$ cat config.mk
export PLATFORM = sky130hd
export DESIGN_NAME = led_arbiter
export DESIGN_NICKNAME = d
export VERILOG_FILES = /design/src/rtl/led_arbiter.sv
export SDC_FILE = /design/constraint.sdc
export NUM_CORES = 1
export LEC_CHECK = 0
export ABC_AREA = 0
export BUFFER_PORTS_ARGS = -buffer_cell sky130_fd_sc_hd__buf_2
export CAP_MARGIN = 20
export CORE_UTILIZATION = 60
export DETAILED_ROUTE_END_ITERATION = 8
export PLACE_DENSITY = 0.87
export SETUP_SLACK_MARGIN = 0.15
export SYNTH_ARGS = -nofsm -noshare
export SYNTH_HDL_FRONTEND = slang
export SYNTH_SLANG_ARGS = --single-unit
$ cat constraint.sdc
create_clock -name clock -period 3.7 [get_ports clock]
set_input_delay 0.74 -clock clock [delete_from_list [all_inputs] [get_ports clock]]
set_output_delay 0.74 -clock clock [all_outputs]
set_load 0.005 [all_outputs]
$ cat src/rtl/led_arbiter.sv
// Front-panel LED arbiter: strict-priority ownership with a minimum display hold,
// plus a walking/all-on lamp test after reset or on command.
module led_arbiter #(
    parameter int N_REQ       = 4,
    parameter int HOLD_CYCLES = 10019750,
    parameter int STEP_CYCLES = 2504937,
    parameter int CNT_WIDTH   = 24
) (
    input  logic                 clock,
    input  logic                 reset,
    input  logic [N_REQ-1:0]     req_i,
    input  logic [16*N_REQ-1:0]  data_i,
    input  logic [15:0]          default_i,
    input  logic                 lamp_test_i,
    output logic [15:0]          led_o,
    output logic [N_REQ-1:0]     grant_o,
    output logic                 lamp_busy_o
);

    typedef enum logic [1:0] {
        LAMP_WALK,
        LAMP_ALL,
        IDLE,
        OWNED
    } state_t;

    localparam logic [CNT_WIDTH-1:0] STEP_LAST = CNT_WIDTH'(STEP_CYCLES - 1);
    localparam logic [CNT_WIDTH-1:0] HOLD_LOAD = CNT_WIDTH'(HOLD_CYCLES - 1);

    state_t                 state_q;
    logic [3:0]             pos_q;
    logic [CNT_WIDTH-1:0]   step_q;
    logic [CNT_WIDTH-1:0]   hold_q;
    logic [15:0]            led_q;
    logic [N_REQ-1:0]       grant_q;
    logic                   busy_q;

    logic [N_REQ-1:0]       win_grant;
    logic [15:0]            win_data;
    logic                   owner_req;
    logic                   lower_req;
    logic                   hold_done;

    // Lowest-index requester wins; scanning downward leaves it as the last assignment.
    always_comb begin
        win_grant = '0;
        win_data  = '0;
        for (int k = N_REQ - 1; k >= 0; k--) begin
            if (req_i[k]) begin
                win_grant    = '0;
                win_grant[k] = 1'b1;
                win_data     = data_i[16*k +: 16];
            end
        end
    end

    assign owner_req = |(req_i & grant_q);
    // grant_q is one-hot in OWNED, so grant_q - 1 masks every higher-priority source.
    assign lower_req = |(req_i & (grant_q - N_REQ'(1)));
    assign hold_done = (hold_q == '0);

    always_ff @(posedge clock or posedge reset) begin
        if (reset) begin
            state_q <= LAMP_WALK;
            pos_q   <= '0;
            step_q  <= '0;
            hold_q  <= '0;
            led_q   <= 16'h0001;
            grant_q <= '0;
            busy_q  <= 1'b1;
        end else if (lamp_test_i && (state_q == IDLE || state_q == OWNED)) begin
            state_q <= LAMP_WALK;
            pos_q   <= '0;
            step_q  <= '0;
            hold_q  <= '0;
            led_q   <= 16'h0001;
            grant_q <= '0;
            busy_q  <= 1'b1;
        end else begin
            case (state_q)
                LAMP_WALK: begin
                    if (step_q == STEP_LAST) begin
                        step_q <= '0;
                        if (pos_q == 4'd15) begin
                            state_q <= LAMP_ALL;
                            led_q   <= 16'hFFFF;
                        end else begin
                            pos_q <= pos_q + 4'd1;
                            led_q <= {led_q[14:0], 1'b0};
                        end
                    end else begin
                        step_q <= step_q + CNT_WIDTH'(1);
                    end
                end
                LAMP_ALL: begin
                    if (step_q == STEP_LAST) begin
                        step_q  <= '0;
                        state_q <= IDLE;
                        busy_q  <= 1'b0;
                        led_q   <= default_i;
                    end else begin
                        step_q <= step_q + CNT_WIDTH'(1);
                    end
                end
                IDLE: begin
                    if (|req_i) begin
                        state_q <= OWNED;
                        grant_q <= win_grant;
                        led_q   <= win_data;
                        hold_q  <= HOLD_LOAD;
                    end else begin
                        led_q <= default_i;
                    end
                end
                OWNED: begin
                    if (lower_req || (hold_done && !owner_req && |req_i)) begin
                        grant_q <= win_grant;
                        led_q   <= win_data;
                        hold_q  <= HOLD_LOAD;
                    end else if (owner_req || !hold_done) begin
                        // With no lower request pending, the winner is the owner itself.
                        if (owner_req) led_q <= win_data;
                        if (!hold_done) hold_q <= hold_q - CNT_WIDTH'(1);
                    end else begin
                        state_q <= IDLE;
                        grant_q <= '0;
                        led_q   <= default_i;
                    end
                end
            endcase
        end
    end

    assign led_o       = led_q;
    assign grant_o     = grant_q;
    assign lamp_busy_o = busy_q;

endmodule

; Word level (Yosys, flattened, before mapping)
; Index checks and enable logic that the tools add are counted.
[word_totals]
inputBits = 87
out_inout_bits = 21
register_bits = 75
word_cells = 100
[op_classes]
bitwise_logic = 2
add_sub_neg = 4
n_reduce_logical = 25
n_mux = 46
n_eq_ne = 16
[ops]
columns = operator, count
row1 = 16-bit 2-to-1 mux, 12
row2 = 24-bit 2-to-1 mux, 8
row3 = 16-bit one-hot mux with 4 select lines, 1
row4 = 4-bit 2-to-1 mux, 12
row5 = 24-bit one-hot mux with 2 select lines, 1
row6 = "24-bit by 1-bit adder with 24-bit output, second input constant", 1
row7 = "24-bit by 22-bit equality test with 1-bit output, second input constant", 1
row8 = 24-bit logical NOT, 1
row9 = "24-bit by 1-bit subtractor with 24-bit output, second input constant", 1
row10 = "3-bit inequality test, second input constant", 5
row11 = 2-bit 2-to-1 mux, 7
row12 = 4-bit OR reduction, 3
row13 = 3-bit AND reduction, 3
row14 = 4-bit bitwise AND, 2
row15 = 2-bit one-hot mux with 4 select lines, 1
row16 = 4-bit one-hot mux with 2 select lines, 1
row17 = 2-bit nonzero test, 4
row18 = 6-bit AND reduction, 1
row19 = "5-bit inequality test, second input constant", 1
row20 = "4-bit by 1-bit adder with 4-bit output, second input constant", 1
row21 = "2-bit equality test, second input constant", 2
row22 = "4-bit equality test, second input constant", 1
row23 = "4-bit by 1-bit inequality test with 1-bit output, second input constant", 1
row24 = "4-bit by 2-bit inequality test with 1-bit output, second input constant", 1
row25 = other kinds (14), 21

; Longest topological paths before layout
[depth]
ltp_word = 9
depth_mapped = 10
ltp_nobuf = 8

; Least setup slack after synthesis
; OpenSTA, ideal clock, no wires.
[synth_timing]
path_kind = reg2reg
start = reg hold_q[15]
end = reg hold_q[15]
path_buffers = 3
setup_ns = 0.073
period_less_slack_ns = 2.576
setup_slack_ns = 1.124
stages_incl_launch_ff = 10
arrival_time_ns = 2.502
cell_sequence = dfrtp_1 > or4_4 > or3_1 > buf_2 > or4_4 > buf_6 > and2_4 > buf_6 > a31o_1 > a21oi_2
[synth_via]
elab_chain_cells = 7
word_cells_on_any_way = 15
cone_classes = add/sub: 1 / eq/ne: 2 / mux: 5 / reduce/logical: 7
[synth_rtl]
columns = element, line
row1 = start: declaration, 33  ; logic [CNT_WIDTH-1:0] hold_q;
row2 = start signal: assignment, 123  ; if (!hold_done) hold_q <= hold_q - CNT_WIDTH'(1);
row3 = branches (longest 7 deep; another with 24-bit by 1-bit subtractor with 24-bit output), -
; Parallel ways; which one is timed is not known. The select of a mux whose other input is x is not followed.
; A chain may end at the register's enable or synchronous reset.

; Final worst setup path
[layout_timing]
start = reg hold_q[15]
end = reg hold_q[12]
[layout_via]
elab_chain_cells = 7
word_cells_on_any_way = 12
cone_classes = eq/ne: 2 / mux: 3 / reduce/logical: 7
[layout_rtl]
columns = element, line
row1 = 24-bit logical NOT (*), 60  ; assign hold_done = (hold_q == '0);
row2 = 1-bit logical AND (2 in series), 116  ; if (lower_req || (hold_done && !owner_req && |req_i)) begin
row3 = 1-bit logical OR, 116
row4 = 24-bit 2-to-1 mux, 116
row5 = 24-bit one-hot mux with 2 select lines, 80  ; case (state_q)
row6 = 24-bit 2-to-1 mux, 71  ; end else if (lamp_test_i && (state_q == IDLE || state_q == OWNED)) begin
; Mark *: on every way between the ends. The rest lies on a longest branch, timed or not.

==> impl_metrics.env <==
export IMPL_drv_cap=0
export IMPL_worstReg2RegEnd="hold_q[12]"
export IMPL_irDropWorstVdd_mv=0.326
export IMPL_syn_mean_instance_area_um2=8.09
export IMPL_p_int_w=0.00146
export IMPL_layout_drive_gt1_share=0.215
export IMPL_fin_tns_setup_ps=0
export IMPL_drt_iter0_drc=438
export IMPL_first_global_vias=4993
export IMPL_cp_max_fo=16
export IMPL_crit_top_cell="o21a_1"
export IMPL_nets=799
export IMPL_arrival_ps=3250
export IMPL_slew_headroom=0.433
export IMPL_synth_largest_area_cell="dfrtp_1"
export IMPL_postLayoutCoreUtil=0.734
export IMPL_synth_nets=708
export IMPL_vias_per_cell=6.54
export IMPL_worst_clock_skew_ps=14.6
export IMPL_wl_um=14600
export IMPL_htreeDepth=3
export IMPL_fmax_mhz=340
export IMPL_cts_setup_buffers=0
export IMPL_clk_latency_ps=370
export IMPL_path_buf_inv=0
export IMPL_firstDrtPassIters=5
export IMPL_grt_pass1_wl_um=23400
export IMPL_synthTopCellsByArea="dfrtp_1, nor2_1, o21ai_0"
export IMPL_synth_cells=615
export IMPL_pin_count=108
export IMPL_timing_final_hold_violations=0
export IMPL_cts_tree="done"
export IMPL_synth_seq_cells=75
export IMPL_clkTransAtPathRegs_ps=90
export IMPL_post_cts_resized=0
export IMPL_worst_slew_pin_slew_ps=850
export IMPL_syn2layout_area_growth_pct=16.4
export IMPL_end_kind="register"
export IMPL_crit_path_top_delay_cell="or4_4"
export IMPL_ff2ff_path_depth=6
export IMPL_cts_buffer_depth=2
export IMPL_clkPwrFrac=0.311
export IMPL_p_switching_w=0.000723
export IMPL_pre_cts_ws_ps=571
export IMPL_drtAntennaViolNets=0
export IMPL_cts_made_buffers=9
export IMPL_yosysSeqAreaShare=0.378
export IMPL_layout_min_cycle_time_ps=2940
export IMPL_fin_crit_sh=0.796
export IMPL_rr_startpoint="hold_q[15]"
export IMPL_rows=32
export IMPL_path_class="reg -> reg"
export IMPL_dpl_cell_area_um2=5560
export IMPL_fin_ws_ps=756
export IMPL_wl_per_cell_um=17.9
export IMPL_cp_top_family="compound AO/OA/AOI/OAI gates"
export IMPL_setup_viol=0
export IMPL_cts_root_buf="clkbuf_8"
export IMPL_place_gp_congestion=0.911
export IMPL_path_cells="or4_4 -> or3_1 -> o21a_1 -> o21a_1 -> o31a_1 -> o21ba_1"
export IMPL_vias=5316
export IMPL_synth_top_area_share=0.367
export IMPL_fp_dieH_um=93.0
export IMPL_start_util=0.631
export IMPL_place_hpwl_um=10500
export IMPL_final_area_um2=5790
export IMPL_syn_cell_area_um2=4970
export IMPL_post_route_drc_count=0
export IMPL_cp_start_kind="register"
export IMPL_grt_usage=0.343
export IMPL_ys_types=64
export IMPL_hp_class="in -> async"
export IMPL_antenna_cells=0
export IMPL_slew_viol_final=0
export IMPL_cts_sinks=75
export IMPL_yosysWarnings=0
export IMPL_comb_power_share=0.225
export IMPL_slowest_delay_ps=560
export IMPL_synthArstFlopShare=1.00
export IMPL_fillers=633
export IMPL_required_ps=4010
export IMPL_grt_overflow=0
export IMPL_ctsHoldBuffers=0
export IMPL_grt_max_degree=41
export IMPL_synth_edf_count=0
export IMPL_die_area_um2=8660
export IMPL_fp_dieW_um=93.0
export IMPL_swShare=0.331
export IMPL_antenna_found_initial=0
export IMPL_rrSetupSlack_ps=760
export IMPL_status="finished clean"
export IMPL_synth_main_ff_cell="dfrtp_1"
export IMPL_leakagePower_nw=2.46
export IMPL_p_seq_frac=0.464
export IMPL_io_buffers=107
export IMPL_core_area_um2=7890
export IMPL_p_per_area_nw_per_um2=377
export IMPL_rsz0062_at_grt="no"
## cells in the mapped netlist, types with 8 or more instances
library cell  instances
nand2_1              33
o32ai_1              15
nor3_1               23
nor2_1               89
xnor2_1              11
dfrtp_1              73
inv_1                31
or3_1                 9
nand2b_1              9
a21oi_1              34
o21ai_0              62
nand3_1              18
a221oi_1             17
xor2_1               10
o22ai_1              16
nand4_1               8
clkbuf_1             32
## flip-flops by register name, indices dropped and copies added, names as in the netlist
name	flops
step_q	24
grant_o	4
pos_q	4
hold_q	24
lamp_busy_o	1
led_o	16
state_q	2
## cells in the final DEF (no fill, tap or decap), drive strengths merged, types with 9 or more instances in the layout
master | netlist | routed
buf | 5 | 117
nor2 | 89 | 89
dfrtp | 73 | 73
o21ai | 68 | 68
a21oi | 36 | 36
nand2 | 34 | 34
inv | 31 | 33
nor3 | 23 | 23
nand3 | 18 | 18
a221oi | 17 | 17
o22ai | 16 | 16
o32ai | 15 | 15
xnor2 | 11 | 11
xor2 | 10 | 10
clkbuf | 32 | 10
or3 | 9 | 9
nand2b | 9 | 9
## area by class of cell
class,instances,area [um2],share of cell area
Sequential cell,75,1880,0.325
Multi-Input combinational cell,471,2830,0.489
Clock buffer,10,138,0.0238
Timing Repair Buffer,117,623,0.108
Clock inverter,6,71.3,0.0123
Tap cell,102,128,0.0221
Inverter,32,120,0.0208
## power by group through the flow
stage / Sequential, W / Clock, W / Combinational [W]
6_report: 0.00101 / 0.000679 / 0.000492
5_1_grt: 0.00103 / 0.000717 / 0.000546
3_5_place_dp: 0.00102 / 0 / 0.000486
2_1_floorplan: 0.00101 / 0 / 0.000317
4_1_cts: 0.00101 / 0.000680 / 0.000488
3_3_place_gp: 0.00102 / 0 / 0.000464
## layer usage
layer / track usage / up-vias / share of wire
met3: 0.0602 / 47 / 0.087
met4: 0.182 / 0 / 0.040
met5: 0 / - / 0
met1: 0.426 / 2500 / 0.39
li1: - / 2457 / -
met2: 0.572 / 312 / 0.48
## through the flow
stage / power [W] / hold slack [ps] / std cells
floorplan: 0.00132 / 466 / 615
global placement: 0.00149 / 484 / 795
detailed placement: 0.00151 / 496 / 795
CTS: 0.00218 / 516 / 811
global route: 0.00229 / 536 / 813
finish: 0.00218 / 503 / 813
## how the worst max path moves through the flow
stage,from,endpoint,cells after the start
finish,hold_q[15],hold_q[12],6
global route,hold_q[10],hold_q[12],6
CTS,hold_q[15],hold_q[12],6
detailed placement,req_i[2],hold_q[22],7
global placement,req_i[2],hold_q[22],7
floorplan,reset,grant_o[0],1
## cells by family after synthesis
kind of cell               Yosys count  share of synthesized area
and+or+nand+nor                    236                      0.236
AOI/OAI and AO/OA                  207                      0.276
DFF                                 75                      0.378
buffers and inverters               69                     0.0558
xor gates and xnor gates            21                     0.0370
adders and majority gates            6                     0.0151
muxes                                1                    0.00201
Power figures use the tool's default switching activity.
